===== config.mk =====
export PLATFORM = sky130hd
export DESIGN_NAME = parking_gate_ctrl
export DESIGN_NICKNAME = d
export VERILOG_FILES = /design/src/rtl/parking_gate_ctrl.sv
export SDC_FILE = /design/constraint.sdc
export NUM_CORES = 1
export LEC_CHECK = 0
export CORE_UTILIZATION = 40
export CTS_CLUSTER_DIAMETER = 100
export DETAILED_ROUTE_END_ITERATION = 6
export GPL_TIMING_DRIVEN = 0
export SLEW_MARGIN = 25
export SYNTH_ARGS = -nofsm -noshare
export SYNTH_HDL_FRONTEND = slang
export SYNTH_SLANG_ARGS = --single-unit

===== constraint.sdc =====
create_clock -name clk -period 2.45 [get_ports clk]
set_clock_uncertainty 0.2 [all_clocks]
set_input_delay 0.735 -clock clk [delete_from_list [all_inputs] [get_ports clk]]
set_output_delay 0.735 -clock clk [all_outputs]
set_load 0.01 [all_outputs]

===== src/rtl/parking_gate_ctrl.sv =====
// Gate sensor sequencer: synchronizes and debounces the outer/inner photo
// sensors, tracks legal entry/exit passages and emits one-cycle enter/exit
// pulses for the occupancy counter, plus full/empty flags from its count.
module parking_gate_ctrl #(
  parameter int CAPACITY = 25,
  parameter int DEBOUNCE = 2,
  parameter int TIMEOUT  = 1024
) (
  input  logic       clk,
  input  logic       reset,
  input  logic       a,
  input  logic       b,
  input  logic [5:0] count,
  output logic [1:0] io,
  output logic       full,
  output logic       empty,
  output logic       reject,
  output logic       fault
);

  localparam int DW = $clog2(DEBOUNCE + 1);
  localparam int TW = $clog2(TIMEOUT);
  localparam logic [DW-1:0] DB_MAX = DW'(DEBOUNCE);
  localparam logic [DW-1:0] DB_ONE = DW'(1);
  localparam logic [TW-1:0] T_LAST = TW'(TIMEOUT - 1);
  localparam logic [TW-1:0] T_ONE  = TW'(1);
  localparam logic [5:0]    CAP    = 6'(CAPACITY);

  typedef enum logic [2:0] {IDLE, E1, E2, E3, X1, X2, X3, ERR} state_t;

  logic [1:0]    sync_p0, sync_p1;
  logic [1:0]    cand;
  logic [DW-1:0] dcnt;
  logic [1:0]    pf, pf_d;
  logic          chg;
  state_t        st, st_n;
  logic [TW-1:0] tmr, tmr_n;
  logic [1:0]    io_n;
  logic          rej_n, flt_n;

  // Two-flop synchronizer followed by a hold-count filter producing pf.
  always_ff @(posedge clk) begin
    if (reset) begin
      sync_p0 <= 2'b00;
      sync_p1 <= 2'b00;
      cand    <= 2'b00;
      dcnt    <= '0;
      pf      <= 2'b00;
      pf_d    <= 2'b00;
    end else begin
      sync_p0 <= {a, b};
      sync_p1 <= sync_p0;
      pf_d    <= pf;
      if (sync_p1 != cand) begin
        cand <= sync_p1;
        dcnt <= DB_ONE;
        if (DEBOUNCE == 1) pf <= sync_p1;
      end else begin
        if (dcnt != DB_MAX) dcnt <= dcnt + DB_ONE;
        if (dcnt >= DB_MAX - DB_ONE) pf <= cand;
      end
    end
  end

  assign chg = (pf != pf_d);

  // Occupancy flags track the counter with one cycle of latency.
  always_ff @(posedge clk) begin
    full  <= (count >= CAP);
    empty <= (count == 6'd0);
  end

  // State, timer and registered pulse outputs.
  always_ff @(posedge clk) begin
    if (reset) begin
      st     <= IDLE;
      tmr    <= '0;
      io     <= 2'b00;
      reject <= 1'b0;
      fault  <= 1'b0;
    end else begin
      st     <= st_n;
      tmr    <= tmr_n;
      io     <= io_n;
      reject <= rej_n;
      fault  <= flt_n;
    end
  end

  // Passage sequencing: moves only on accepted pattern changes or timeout.
  always_comb begin
    st_n  = st;
    io_n  = 2'b00;
    rej_n = 1'b0;
    case (st)
      IDLE: if (chg) begin
        case (pf)
          2'b10:   st_n = E1;
          2'b01:   st_n = X1;
          2'b11:   st_n = ERR;
          default: st_n = IDLE;
        endcase
      end
      E1: if (chg) begin
        case (pf)
          2'b11:   st_n = E2;
          2'b00:   st_n = IDLE;
          default: st_n = ERR;
        endcase
      end else if (tmr == T_LAST) st_n = ERR;
      E2: if (chg) begin
        case (pf)
          2'b01:   st_n = E3;
          2'b10:   st_n = E1;
          default: st_n = ERR;
        endcase
      end else if (tmr == T_LAST) st_n = ERR;
      E3: if (chg) begin
        case (pf)
          2'b00: begin
            st_n  = IDLE;
            io_n  = full ? 2'b00 : 2'b10;
            rej_n = full;
          end
          2'b11:   st_n = E2;
          default: st_n = ERR;
        endcase
      end else if (tmr == T_LAST) st_n = ERR;
      X1: if (chg) begin
        case (pf)
          2'b11:   st_n = X2;
          2'b00:   st_n = IDLE;
          default: st_n = ERR;
        endcase
      end else if (tmr == T_LAST) st_n = ERR;
      X2: if (chg) begin
        case (pf)
          2'b10:   st_n = X3;
          2'b01:   st_n = X1;
          default: st_n = ERR;
        endcase
      end else if (tmr == T_LAST) st_n = ERR;
      X3: if (chg) begin
        case (pf)
          2'b00: begin
            st_n = IDLE;
            io_n = empty ? 2'b00 : 2'b01;
          end
          2'b11:   st_n = X2;
          default: st_n = ERR;
        endcase
      end else if (tmr == T_LAST) st_n = ERR;
      ERR: if (pf == 2'b00) st_n = IDLE;
      default: st_n = IDLE;
    endcase
    flt_n = (st_n == ERR) && (st != ERR);
    tmr_n = (chg || st == IDLE || st == ERR) ? '0 : tmr + T_ONE;
  end

endmodule


==> results.md <==
- Result of the run: finished clean
- Maximum ir drop on the vdd rail: 0.4115 mV
- CP Launch Type: flip-flop
- Ratio of routed vias to standard cells: 5.071
- Syn nets: 173
- Number of flops mapped to enable cells by yosys: 0
- Setup repair after global routing missed its margin: no
- Switching part of the total power: 20.59%
- Pin count of the biggest net entering global routing: 12
- Share of flip-flops with an asynchronous set or reset after synthesis: 0%
- CORE AREA: 3390 µm²
- Placement-stage cell area: 1644 µm²
- Num rows: 21
- Floorplan die height: 61.93 µm
- Most numerous cell in the Yosys netlist: dfxtp_1
- Post-synthesis instance total: 156
- Setup-failing EPs final: 0
- Total of cells resized after clock tree synthesis: 0
- Global-route total usage across every layer: 16.93%
- Post-DP HPWL: 2065 µm
- Clock tree buffer depth: 2
- Number of diodes: 0
- Power density normalized to cell area: 626.3 nW/µm²
- Worst-case headroom to the max-slew limit: 65.26%
- Net switching power figure: 0.2255 mW
- Avg WL per Cell: 12.39 µm
- Final Instance Area: 1749 µm²
- TritonCTS clock tree: yes
- Power Total: 1.096 mW
- Combined area of the multi-input logic cells: 759.5 µm²
- Ranking of synthesized cells by instance count: dfxtp_1 (31), nor2_1 (25), nand2_1 (8), nor2b_1 (8)
- Number of nets with antenna violations after routing: 0
- Endpoint class of the critical path: output pin
- Final-layout fill cell count: 309
- Clock network latency to the later pin of the worst-skew pair: 0.33 ns
- Horizontal extent of the die: 61.93 µm
- DR vias: 1141
- Die area: 3835 µm²
- Clock-pin slew reported for the worst setup and hold paths after clock tree synthesis: 0.10 ns
- P_int: 0.8700 mW
- Leading post-synthesis cells by cell area: dfxtp_1 (43%), nor2_1 (6.5%), ha_1 (6.1%)
- Clock sink count: 31
- Warnings from Yosys: 0
- Sequential element share of the synthesized area: 43.21%
- Reported max-cap violation count: 0
- Crit path required time: 1.51 ns
- Initial antenna violation count: 0
- Bufs and invs on worst path: 1
- Nets@finish: 195
- Kind of cell adding the most delay to the critical path: buffers and inverters
- Final cycle utilization of the critical path: 89.22%
- Mean cell area of the mapped netlist: 9.208 µm²
- Final worst path period need: 2.186 ns
- Timing-limited maximum frequency: 457.5 MHz
- Via count of the first global-routing pass: 1043
- Crit-path cells: clkdlybuf4s50_1
- Count of different cell masters after synthesis: 40
- Data arrival time at the worst-slack endpoint: 1.25 ns
- HP Class: flip-flop to flip-flop
- Part of the total power dissipated in combinational logic: 6.8%
- Slowest library cell on the worst path: clkdlybuf4s50_1
- Origin of the worst setup path: empty$_DFF_P_
- Total global routing overflow: 0
- Top Ports: 16
- Starting utilization of the core area: 42.38%
- Number of DRC violations after detailed-routing iteration 0: 73
- Slew @ Worst Pin: 0.5211 ns
- Clk pwr share: 45.6%
- Post-synthesis cell type with the largest combined area: dfxtp_1
- Wire length of the first global-routing pass: 4574 µm
- Drt total wl: 2787 µm
- Reg-to-Reg Start: pf[1]$_SDFFE_PP0P_
- Worst Min Path Start: sync_p0[0]$_SDFF_PP0_
- Port buffer count: 15
- Dominant synthesized flop cell: dfxtp_1
- Num CTS Buffers: 5
- Start-to-end type of the worst setup path: flip-flop to output pin
- Fraction of post-synthesis cell area in the top cell type by area: 43.21%
- Fraction of final layout cells sized beyond drive strength 1: 10.06%
- First-pass DRT Iterations: 4
- Final Hold Vio Count: 0
- Post-CTS Hold Fix Bufs: 0
- Syn-to-layout area delta: 21.78%
- H-Tree Level Count: 2
- Slowest Stage Delay on Critical Path: 0.55 ns
- Final Slew Violations: 0
- Total of flip-flops plus latches after synthesis: 31
- Clock root buffer: clkbuf_4
- Number of buffers added for setup after CTS: 0
- Seq. cell area: 620.6 µm²
- DRC Markers: 0
- RePlAce Congestion: 0.8398
- Share of total power in sequential cells: 47.7%
- Summed instance area of the synthesized netlist: 1436 µm²
- Static leakage power: 0.6335 nW
- Peak fanout along the critical path: 2
flip-flops by register name, summed over array words and instances, names as in the netlist:
register  flops
full          1
fault         1
dcnt          2
io            2
pf            2
pf_d          2
sync_p1       2
empty         1
st            3
tmr          10
sync_p0       2
cand          2
reject        1
cell type report:
class / instances / area share, %
tap: 46 / 3.290
clock inverter: 3 / 3.863
inverter: 7 / 1.502
multi-input combinational: 113 / 43.42
clock buffer: 5 / 2.146
timing repair buffer: 15 / 8.584
sequential: 31 / 35.48
buffer: 5 / 1.717
cell usage in the layout (no fill, tap or decap), drive strengths merged, types with 2 or more instances in the layout:
cell,instances
inv,7
buf,2
xor2,7
nor2,25
nand2,8
nand3,7
xnor2,6
bufinv,2
nand3b,3
o21ai,5
nor2b,8
clkbuf,8
ha,7
o22ai,2
clkdlybuf4s50,15
dfxtp,31
o21bai,3
nor3,2
and3,2
nor4,4
or3,4
a21oi,5
o211a,2
worst paths after layout:
kind / depth (start not counted) / end / slack (ns)
setup reg to reg: 5 / fault$_SDFF_PP0_ / 0.30
hold reg to reg: 1 / sync_p1[0]$_SDFF_PP0_ / 0.26
setup / recovery: 1 / empty / 0.26
hold / removal: 1 / sync_p1[0]$_SDFF_PP0_ / 0.26
kinds of logic (layout without fill, tap and decap cells):
kind of cell / Yosys count / after routing / share of synthesized area (%)
AND/OR/NAND/NOR: 66 / 66 / 24.13
multiplexers: 2 / 2 / 1.481
adder cells (fa/ha/maj): 7 / 7 / 6.097
XOR/XNOR: 13 / 13 / 7.927
AO/OA/AOI/OAI: 25 / 25 / 13.24
flip-flops: 31 / 31 / 43.21
buffers and inverters: 12 / 35 / 3.920
routing by layer:
metal / track usage, % / wire length, µm / up-vias
met5: 0 / 0 / -
met4: 7.619 / 19 / 0
met3: 7.039 / 82 / 2
met2: 26.42 / 1351 / 17
met1: 20.41 / 1334 / 538
li1: - / - / 584
power groups by stage:
stage / Clock, mW / Combinational (mW) / Sequential [mW]
3_5_place_dp: 0 / 0.0745 / 0.534
6_report: 0.499 / 0.0741 / 0.522
2_1_floorplan: 0 / 0.0453 / 0.533
5_1_grt: 0.542 / 0.0824 / 0.524
4_1_cts: 0.512 / 0.0749 / 0.522
3_3_place_gp: 0 / 0.0724 / 0.533
through the flow:
step | setup TNS, ns | hold slack, ns | utilization, % | setup WS (ns) | std cells
6_report | 0 | 0.2597 | 51.61 | 0.2642 | 225
5_1_grt | 0 | 0.2792 | 51.61 | 0.09929 | 225
4_1_cts | 0 | 0.2616 | 51.61 | 0.2509 | 225
3_5_place_dp | -0.7646 | 0.2407 | 48.50 | -0.1108 | 217
3_3_place_gp | -0.4857 | 0.2203 | 48.50 | -0.07653 | 217
2_1_floorplan | 0 | 0.2138 | - | 0.5019 | 156
Note: power is estimated with default switching activity, not from simulation.
